**src/rtl/two_to_four.sv**
```systemverilog
// 2-to-4 one-hot decoder with enable, plus a registered copy of the decode and enable.
// Define TWO_TO_FOUR_HIT_CNT_EN to add per-line saturating hit counters on port hit_cnt.
module two_to_four #(
    parameter int CNT_W = 8
) (
    input  logic                 clk,
    input  logic                 rst,
    input  logic                 en,
    input  logic [1:0]           a,
    output logic [3:0]           bcode,
    output logic [3:0]           bcode_q,
    output logic                 valid_q
`ifdef TWO_TO_FOUR_HIT_CNT_EN
    ,
    output logic [4*CNT_W-1:0]   hit_cnt
`endif
);

    if (CNT_W < 1) begin : g_bad_cnt_w
        $error("two_to_four: CNT_W must be at least 1");
    end

    assign bcode = en ? (4'b0001 << a) : 4'b0000;

    // Registered copy for consumers that need a clean flop output; clears asynchronously.
    always_ff @(posedge clk or posedge rst) begin
        if (rst) begin
            bcode_q <= 4'b0000;
            valid_q <= 1'b0;
        end else begin
            bcode_q <= bcode;
            valid_q <= en;
        end
    end

`ifdef TWO_TO_FOUR_HIT_CNT_EN
    for (genvar i = 0; i < 4; i++) begin : g_cnt
        logic [CNT_W-1:0] cnt;

        // bcode[i] is already qualified by en, so it marks a hit on this line.
        always_ff @(posedge clk or posedge rst) begin
            if (rst) begin
                cnt <= '0;
            end else if (bcode[i] && (cnt != {CNT_W{1'b1}})) begin
                cnt <= cnt + CNT_W'(1);
            end
        end

        assign hit_cnt[i*CNT_W +: CNT_W] = cnt;
    end
`endif

endmodule

```
**config.mk**
```make
export PLATFORM = sky130hd
export DESIGN_NAME = two_to_four
export DESIGN_NICKNAME = d
export VERILOG_FILES = /design/src/rtl/two_to_four.sv
export SDC_FILE = /design/constraint.sdc
export NUM_CORES = 1
export LEC_CHECK = 0
export BUFFER_PORTS_ARGS = -buffer_cell sky130_fd_sc_hd__buf_2
export CAP_MARGIN = 10
export CORE_AREA = 2 2 39 41
export CTS_BUF_LIST = sky130_fd_sc_hd__clkbuf_8
export CTS_CLUSTER_DIAMETER = 50
export DETAILED_ROUTE_END_ITERATION = 16
export DIE_AREA = 0 0 41 43
export MAX_ROUTING_LAYER = met4
export RECOVER_POWER = 25
export SYNTH_ARGS = -nofsm -noshare
export SYNTH_HDL_FRONTEND = slang
export SYNTH_SLANG_ARGS = --single-unit
```
**constraint.sdc**
```tcl
create_clock -name clk -period 0.8 [get_ports clk]
set_clock_uncertainty 0.2 [all_clocks]
set_input_delay 0.12 -clock clk [delete_from_list [all_inputs] [get_ports clk]]
set_output_delay 0.12 -clock clk [all_outputs]
set_load 0.02 [all_outputs]
```
== After elaboration in Yosys (flattened, before gate mapping) ==
Cells that the tools add are included.

* Output and inout port bits: 9
* Word-level logic and storage cells: 4
* Register bits after elaboration: 5
* Input bits: 5

* Mux-type cells: 1
* Shift-type cells: 1

{| class="wikitable"
|+ Operators with widths
! operator !! count
|-
| 2-to-1 mux 4 bit || 1
|-
| left shift 1 x 2 -> 4 bit (first input constant) || 1
|}

== Depth between registers and ports, before layout ==
* Depth after elaboration: 2
* Mapped depth: 1
* Gate-level depth less buffers: 1

== Worst setup path before layout ==
OpenSTA, ideal clock, no wires.

* Path kind: input port to flip-flop
* Start: input a[0]
* End: register bcode_q[0]
* Path buffers: 0
* Setup time: 0.150 ns
* Required time: 0.450 ns
* Data arrival time: 0.480 ns
* Cell stages on the path: 1
* Setup slack: -0.030 ns
* Cells stage by stage: nor3b_2

* Word-level cells in the longest chain between the ends: 2

{| class="wikitable"
|+ Ends and longest elaborated chain
! what !! RTL line !! source
|-
| from (decl) || 9 || <nowiki>input logic [1:0] a,</nowiki>
|-
| left shift 1 x 2 -> 4 bit || 23 || <nowiki>assign bcode = en ? (4'b0001 << a) : 4'b0000;</nowiki>
|-
| 2-to-1 mux 4 bit || 23 ||
|-
| to (signal assigned) || 31 || <nowiki>bcode_q <= bcode;</nowiki>
|-
| to (decl) || 11 || <nowiki>output logic [3:0] bcode_q,</nowiki>
|}

Every way passes these cells.

== Worst setup path after layout ==
* Start: register bcode_q[1]
* End: output bcode_q[1]

No word-level cell between the ends.

==> key figures <==
Run status
  – Run status: finished with violations
  – Failing checks: hold timing, setup timing

Global route
  – Antenna violations before repair: 0
  – Overall routing resource usage: 7.25%
  – Vias in the first global route: 188
  – Maximum number of pins on one net before global-route repair: 6
  – Gr ovfl total: 0
  – First-pass GRT wire length: 703 um

Finish
  – Synth-to-layout area growth: 188%
  – Core Util, Final: 34.6%
  – FF+latch area: 125 um2
  – Fraction of final layout cells with drive strength greater than 1: approximately three quarters
  – Commonest cells after routing, fill and taps aside: sky130_fd_sc_hd__buf_6, sky130_fd_sc_hd__dfrtp_1, sky130_fd_sc_hd__buf_4, sky130_fd_sc_hd__clkbuf_8, sky130_fd_sc_hd__buf_8
  – Most common cell after layout, fill and taps aside: sky130_fd_sc_hd__buf_6
  – Number of nets in the final layout: 43
  – Area taken by multi-input logic gates: 48.8 um2
  – Total of fill cells in the finished design: 135
  – Number of diodes: 0

Power and ir drop
  – Leakage: 0.255 nW
  – Power per unit of standard cell area: 1800 mW/mm2
  – Worst vdd ir: 0.563 mV

Floorplan
  – Vertical die dimension: 43 um
  – Area of the core: 0.00138 mm2
  – Total Die Area: 0.00176 mm2
  – Initial Util: 12.0%
  – Top-level I/O count: 14
  – Floorplan die width: about 41 um
  – # rows: 14

Place
  – Count of input and output buffers: 13
  – Global placement routability congestion: 0.594
  – Post-place setup slack: -177 ps
  – DP Wirelength: 307 um

Setup path
  – Largest stage delay on the critical path: 360 ps
  – Crit path cell chain: buf_6
  – Number of buffers and inverters on the critical path: 1
  – Worst Setup End Kind: primary output
  – Instance count on the critical path: 1
  – Required time reported for the critical path endpoint: 480 ps
  – Worst setup path class: reg2out
  – Cell with the biggest individual delay on the critical path: sky130_fd_sc_hd__dfrtp_1
  – Sort of element at the start of the critical path: register
  – CP arrival: approximately 710 ps
  – Maximum fanout count along the critical path: 1
  – Kind of cell with the highest combined delay on the critical path: flip-flops

Timing
  – Final setup violation count: 9
  – Max Fclk: 0.970 GHz
  – Final worst slack: -231 ps
  – Part of the cycle the worst path needs: 129%
  – Slew HR: 87.8%
  – Tmin final: 1030 ps
  – Max-slew violation count: 0
  – Post-Route Hold Slack: -74.9 ps
  – Setup repair after global routing missed its margin: yes
  – Final Hold Viols: 1
  – Slew @ Worst Pin: 183 ps

Yosys
  – Post-synth top area cell: sky130_fd_sc_hd__dfrtp_1
  – Area fraction of the dominant cell type after synthesis: 75.2%
  – Sequential share of the synthesized area: 75.2%
  – Number of flip-flops and latches in the synthesized netlist: 5
  – Top cells by area, synth: sky130_fd_sc_hd__dfrtp_1, sky130_fd_sc_hd__and3b_1, sky130_fd_sc_hd__nor3b_2, sky130_fd_sc_hd__and3_2, sky130_fd_sc_hd__inv_1
  – Number of nets in the synthesized netlist: 15
  – Mean instance size in the synthesized netlist: around 17 um2
  – Distinct cell type count after synthesis: 5
  – Combined area of all synthesized cells: 166 um2
  – Warning count from the yosys run: 0
  – Count of mapped cells out of synthesis: 10

Route
  – Vias: around 170
  – Number of DRC violations after detailed routing: 0
  – Routed wire length: 441 um
  – Antenna Violating Nets Remaining: 0
  – Iteration-0 DRC count of the detailed router: 1
  – Avg WL per Cell: around 8.3 um
  – Number of optimization iterations in the first detailed-route pass: 2
  – DR vias/cell: about 3.2

Clock network
  – Max clock buf depth: 2
  – Sinks on the clock net: 5
  – CTS Buf Count: 3
  – TritonCTS clock tree: built
  – Clock root buffer: sky130_fd_sc_hd__clkbuf_8
  – Post-CTS Hold Fix Bufs: 1
  – H-tree Lvls: 1
  – Register clock-pin slew on the reported worst setup and hold paths: roughly 30 ps

Run
  – Maxcap violations: 0

Min path
  – Path category of the worst min-delay check: in2reg
  – Worst hold path depth: 2
[Yosys cell counts]
cell / count
sky130_fd_sc_hd__and3_2: 1
sky130_fd_sc_hd__and3b_1: 2
sky130_fd_sc_hd__dfrtp_1: 5
sky130_fd_sc_hd__inv_1: 1
sky130_fd_sc_hd__nor3b_2: 1
[cell families (layout without fill, tap and decap cells)]
group | count (synthesis) | in the layout | synth area share (%)
AND/OR/NAND/NOR | 4 | 4 | 22.6
buffers and inverters | 1 | 28 | 2.25
flip-flops | 5 | 5 | 75.2
[area by class of cell]
class	instances	area share, %
Clock buffer	3	8.62
Clock inverter	1	0.783
Inverter	1	0.783
Multi-Input combinational cell	4	10.2
Sequential cell	5	26.1
Tap cell	16	4.18
Timing Repair Buffer	23	49.3
[per-layer routing]
layer / up-vias / GRT usage, % / share of wire [%]
li1: 87 / - / -
met5: - / - / 0
met3: 0 / 6.28 / 18
met2: 14 / 7.81 / 48
met4: 0 / 8.00 / 0
met1: 70 / 6.89 / 34
[sequential cells by signal, indices dropped and copies added, names as in the netlist]
| name | cells |
|---|---|
| bcode_q | 4 |
| valid_q | 1 |
[what timing repair did]
item / 4_1_cts / 5_1_grt
buffers inserted: 4 / 1
endpoints found under the setup margin: 9 / 9
pin swaps: 1 / 3
hold endpoints to repair: 6 / 1
gates resized for setup: 26 / 5
[power breakdown]
part | switching, W | leakage (nW) | internal, W
clock network | 0.000115 | 0.0269 | 0.000328
registers | 0.00000454 | 0.0655 | 0.000265
logic | 0.0000559 | 0.163 | 0.0000920
total | 0.000175 | 0.255 | 0.000685
[per-stage QoR]
stage | instance area (um2) | setup TNS (ps) | hold WS, ps | cells | power (W)
global route | 479 | -1640 | -70.3 | 53 | 0.000903
global placement | 288 | -844 | -181 | 43 | 0.000358
detailed placement | 288 | -864 | -182 | 43 | 0.000358
finish | 479 | -1480 | -74.9 | 53 | 0.000860
CTS | 455 | -1530 | -69.8 | 52 | 0.000867
floorplan | 173 | 0 | -301 | 10 | 0.000311
[final timing paths]
kind / start / to
worst max-delay path: bcode_q[1]$_DFF_PP0_ / bcode_q[1]
worst min-delay path: en / valid_q$_DFF_PP0_
max in group asynchronous: rst / valid_q$_DFF_PP0_
min in group asynchronous: rst / bcode_q[1]$_DFF_PP0_
(Power assumes the default switching activity.)
